<file path="config.mk">
export PLATFORM = sky130hd
export DESIGN_NAME = lab3_converter_state_diagram
export DESIGN_NICKNAME = d
export VERILOG_FILES = /design/src/rtl/lab3_conv_pkg.sv /design/src/rtl/lab3_converter_state_diagram.sv
export SDC_FILE = /design/constraint.sdc
export NUM_CORES = 1
export LEC_CHECK = 0
export ABC_CLOCK_PERIOD_IN_PS = 3500
export BUFFER_PORTS_ARGS = -buffer_cell sky130_fd_sc_hd__buf_4
export CAP_MARGIN = 20
export CORE_AREA = 5 5 42 44
export CTS_CLUSTER_DIAMETER = 80
export DETAILED_ROUTE_END_ITERATION = 10
export DIE_AREA = 0 0 47 49
export SLEW_MARGIN = 20
export SYNTH_ARGS = -nofsm -noshare
export SYNTH_HDL_FRONTEND = slang
export SYNTH_SLANG_ARGS = --single-unit
</file>
<file path="constraint.sdc">
create_clock -name Clk -period 3.5 [get_ports Clk]
set_input_delay 0.7 -clock Clk [delete_from_list [all_inputs] [get_ports Clk]]
set_output_delay 0.7 -clock Clk [all_outputs]
set_load 0.01 [all_outputs]
</file>
<file path="src/rtl/lab3_conv_pkg.sv">
// Shared types for the serial Excess-3 to BCD converter: state encoding and word length.
package lab3_conv_pkg;

  typedef enum logic [2:0] {
    S0 = 3'd0,
    S1 = 3'd1,
    S2 = 3'd2,
    S3 = 3'd3,
    S4 = 3'd4,
    S5 = 3'd5,
    S6 = 3'd6
  } state_t;

  localparam int WORD_LEN = 4;

endpackage

</file>
<file path="src/rtl/lab3_converter_state_diagram.sv">
// Serial Excess-3 to BCD converter (Mealy, LSB first, subtracts 0011 bit by bit).
// Optional macro CONV_CHECK_EN adds simulation-only checks on X and the state register.
//
// state | meaning
// S0    | bit0
// S1    | bit1, no borrow
// S2    | bit1, borrow
// S3    | bit2, no borrow
// S4    | bit2, borrow
// S5    | bit3, no borrow
// S6    | bit3, borrow
module lab3_converter_state_diagram
  import lab3_conv_pkg::*;
(
  input  logic Clk,
  input  logic Rst,
  input  logic X,
  output logic Z
);

  state_t state;
  state_t next_state;
  logic   z_raw;

  always_ff @(posedge Clk or negedge Rst) begin
    if (!Rst) state <= S0;
    else      state <= next_state;
  end

  always_comb begin
    next_state = S0;
    z_raw      = 1'b0;
    case (state)
      S0: begin
        next_state = X ? S1 : S2;
        z_raw      = ~X;
      end
      S1: begin
        next_state = X ? S3 : S4;
        z_raw      = ~X;
      end
      S2: begin
        next_state = S4;
        z_raw      = X;
      end
      S3: begin
        next_state = S5;
        z_raw      = X;
      end
      S4: begin
        next_state = X ? S5 : S6;
        z_raw      = ~X;
      end
      S5: begin
        next_state = S0;
        z_raw      = X;
      end
      S6: begin
        next_state = S0;
        z_raw      = ~X;
      end
      default: begin
        next_state = S0;
        z_raw      = 1'b0;
      end
    endcase
  end

  // Output is held low for the whole time reset is asserted.
  assign Z = Rst & z_raw;

`ifdef CONV_CHECK_EN
  always @(posedge Clk) begin
    if (Rst && $isunknown(X))
      $error("converter: X is unknown at rising edge");
    if ({state} == 3'b111)
      $error("converter: state register holds unused encoding");
  end
`else
`endif

endmodule

</file>
### Word-level counts from Yosys, hierarchy flattened

Index checks and enable logic that the tools add are counted.

| operators by class | value |
|---|---|
| equal/unequal tests | 6 |
| muxes and demuxes | 5 |
| bitwise operators | 2 |
| reductions and logical operators | 3 |

Operators by type and width:

| cell | number |
|---|---|
| 3-bit one-hot mux with 5 select lines | 1 |
| 3-bit equality test, second input constant | 3 |
| 3-bit by 2-bit equality test with 1-bit output, second input constant | 2 |
| 2-bit two-way mux | 2 |
| 4-bit OR reduction | 1 |
| 3-bit by 1-bit equality test with 1-bit output, second input constant | 1 |
| 3-bit zero test | 1 |
| 3-bit two-way mux | 1 |
| 3-bit OR reduction | 1 |
| 1-bit one-hot mux with 2 select lines | 1 |
| 1-bit AND | 1 |
| 1-bit inverter | 1 |

| word-level totals | value |
|---|---|
| bits in registers | 3 |
| input port bits | 3 |
| output and inout bits | 1 |
| logic and storage cells | 17 |

### Logic depth before layout (Yosys ltp)

| depth | value |
|---|---|
| word-level depth | 4 |
| depth in mapped cells | 2 |
| mapped depth without buffers | 2 |

### Worst setup path after synthesis

No wires, ideal clock.

| timing | value |
|---|---|
| path kind | input-to-output |
| start | input port X |
| end | output port Z |
| data arrival time | 1274 ps |
| data required time | 2800 ps |
| path slack | 1526 ps |
| stages | 2 |
| path buffers | 0 |
| cell sequence | and3b_1 -> o41a_1 |

| on the way | value |
|---|---|
| word-level cells in the longest chain between the ends | 3 |

Ends and longest elaborated chain:

| item | RTL line | text |
|---|---|---|
| start, declared | lab3_converter_state_diagram.sv:17 | `input logic X,` |
| 1-bit inverter | - |  |
| 1-bit one-hot mux with 2 select lines * | lab3_converter_state_diagram.sv:33 | `case (state)` |
| 1-bit AND * | lab3_converter_state_diagram.sv:70 | `assign Z = Rst & z_raw;` |
| end, declared | lab3_converter_state_diagram.sv:18 | `output logic Z` |

Mark *: on every way between the ends. The rest lies on a longest branch, timed or not.

### Worst setup path in the final report

Same ends and word-level chain as after synthesis.

==> key figures <==
STA
  – Period utilization: 63.9%
  – Max-slew headroom: 85.8%
  – TNS Setup: 0 ns
  – # setup viols final: 0
  – RSZ-0062 raised after global routing: no
  – Max Clock Skew: 0.00166 ns
  – Fin. max-slew vios: 0
  – Final Hold Viols: 0
  – Tmin final: 2.24 ns
  – Fmax: 447 MHz
  – Fin Hold WS: 0.257 ns
  – Slew @ Worst Pin: 0.213 ns

Final layout
  – Area Overhead vs Synth: 39.3%
  – Nets@finish: 28
  – Share of cells above drive strength 1: 33.3%
  – Reg with most FFs: state
  – Core Util, Final: 17.4%
  – Cell area after layout: 244 um^2
  – Number of flip-flops under the largest register name: 3
  – Most frequent cells in the layout: clkbuf_4 (3), buf_4 (3), dfrtp_1 (3)
  – Ant diodes: 0
  – Top Registers: state: 3 flops

Worst hold path
  – HP Class: primary input to asynchronous set/reset pin

Clock network
  – Cts repair resizes: 0
  – CTS Buffer Depth: 2
  – Root Buffer: clkbuf_4
  – Htree depth: 1
  – Clock slew at reported path FFs: 0.04 ns
  – Worst-Skew Late Latency: 0.23 ns
  – Clock sink count: 3
  – Setup bufs post-CTS: 0
  – Cts hold-fix bufs: 0
  – CTS tree: yes
  – Num CTS Buffers: 3

Run status
  – Run status: finished clean

Power and ir drop
  – Net Sw Frac: 33.4%
  – Internal power: 0.138 mW
  – Max IR drop VDD: 0.000145 V
  – Clk pwr share: 28.7%
  – Sequential share of power: 40.2%
  – Leak: 0.103 nW
  – Pwr/cell area: 850 mW/mm^2
  – Net Sw Power: 0.0693 mW
  – Logic pwr share: 31.1%

Floorplanning
  – Num rows: 14
  – Die X: 47 um
  – IO Pins: 4
  – CORE AREA: 0.00140 mm^2
  – Total die area: 0.00230 mm^2
  – Die Ht: 49 um
  – Initial Util: 12.5%

Global route
  – Vias in the first global route: 147
  – Grt ovf: 0
  – Antenna violations before repair: 0
  – First-pass GRT wire length: 634 um
  – Tot GR Track Use: 4.38%
  – Pin count of the biggest net entering global routing: 9

Placed design
  – Port buffer count: 3
  – Final GP Congestion: 0.638
  – Placed standard-cell area: 218 um^2

Route
  – Post-route ant nets: 0
  – Vias/cell: 3.80
  – Drt drc: 0
  – Iter 0 DRT Violations: 0
  – Routed length per placed instance: 8.73 um
  – DRT Pass-1 Iters: 1
  – Routed wire length: 349 um
  – Routed via count: 152

Logic synthesis
  – Syn avg cell area: 10.3 um^2
  – Synthesized flop and latch total: 3
  – Post-Syn Nets: 20
  – Post-synthesis sequential area ratio: 42.9%
  – Yosys warns: 0
  – Mapped cell area: 175 um^2
  – Synth unique cells: 14
  – Cells after Synth: 17

Critical path
  – Worst path slowest cell: o41a_1
  – Most frequent CP cell: buf_4
  – CP max FO: 8
  – Crit-path cells: buf_4 > and3b_1 > o41a_1 > buf_4
  – Crit path DAT: 1.54 ns
  – Crit start category: primary input
  – Critical path's largest stage delay: 0.40 ns
  – Crit. End Element: output pin
  – Crit Path Category: primary input to output pin
  – Critical path required time: 2.80 ns

Job
  – Max-Cap Viols: 0
-- metal layers --
metal / global-route usage, % / routed length, um
met1: 4.87 / 174
met2: 4.30 / 145
met3: 3.32 / 30
met4: 5.53 / 0
met5: 0 / 0
-- layout make-up --
class,instances,area (um^2)
fill,167,1160
multi-input combinational,13,96.3
sequential,3,75.1
clock buffer,4,26.3
timing repair buffer,3,22.5
tap,16,20.0
inverter,1,3.75
-- synth_stat cells --
cell,count,share of area [%]
nor2b_1,1,3.6
inv_1,1,2.1
o41a_1,1,6.4
or2_2,1,3.6
and3b_1,1,5.0
nor3b_1,1,4.3
a21oi_1,2,5.7
o21ai_0,1,2.9
nand3b_1,1,4.3
dfrtp_1,3,43
o2bb2ai_1,1,5.0
o31a_2,1,5.7
nor3_1,1,2.9
and4b_1,1,5.7
-- final timing paths --
kind	cells after the start	slack, ns	end	start
min in group Clk	1	0.57	state[1]	state[1]
worst max register to register	2	2.51	state[1]	state[0]
worst min-delay path	1	0.26	state[0]	Rst
worst min register to register	1	0.57	state[1]	state[1]
worst max-delay path	4	1.26	Z	X
max in group asynchronous	1	3.14	state[1]	Rst
-- through the flow --
| stage | power, mW | cells | setup slack, ns |
|---|---|---|---|
| 4_1_cts | 0.213 | 40 | 1.25 |
| 3_3_place_gp | 0.147 | 36 | 1.26 |
| 5_1_grt | 0.233 | 40 | 1.23 |
| 2_1_floorplan | 0.126 | 17 | 1.53 |
| 3_5_place_dp | 0.149 | 36 | 1.26 |
| 6_report | 0.207 | 40 | 1.26 |
-- logic make-up (layout without fill, tap and decap cells) --
group           count (synthesis)  in the layout  synth area share, %
buf+inv                         1              8                 2.14
compound gates                  6              6                 25.7
flops                           3              3                 42.9
simple gates                    7              7                 29.3
-- critical path, delay by kind of cell --
family	cells	cell delay, ns
AO/OA/AOI/OAI	1	0.40
AND/OR/NAND/NOR	1	0.16
buffers and inverters	2	0.28
-- power by group through the flow --
stage               combinational, mW  clock (mW)  sequential, mW
floorplan                      0.0509           0          0.0755
global placement               0.0653           0          0.0818
detailed placement             0.0666           0          0.0828
CTS                            0.0668      0.0638          0.0828
global route                   0.0741      0.0689          0.0901
finish                         0.0646      0.0595          0.0834
Note: power is estimated with default switching activity, not from simulation.
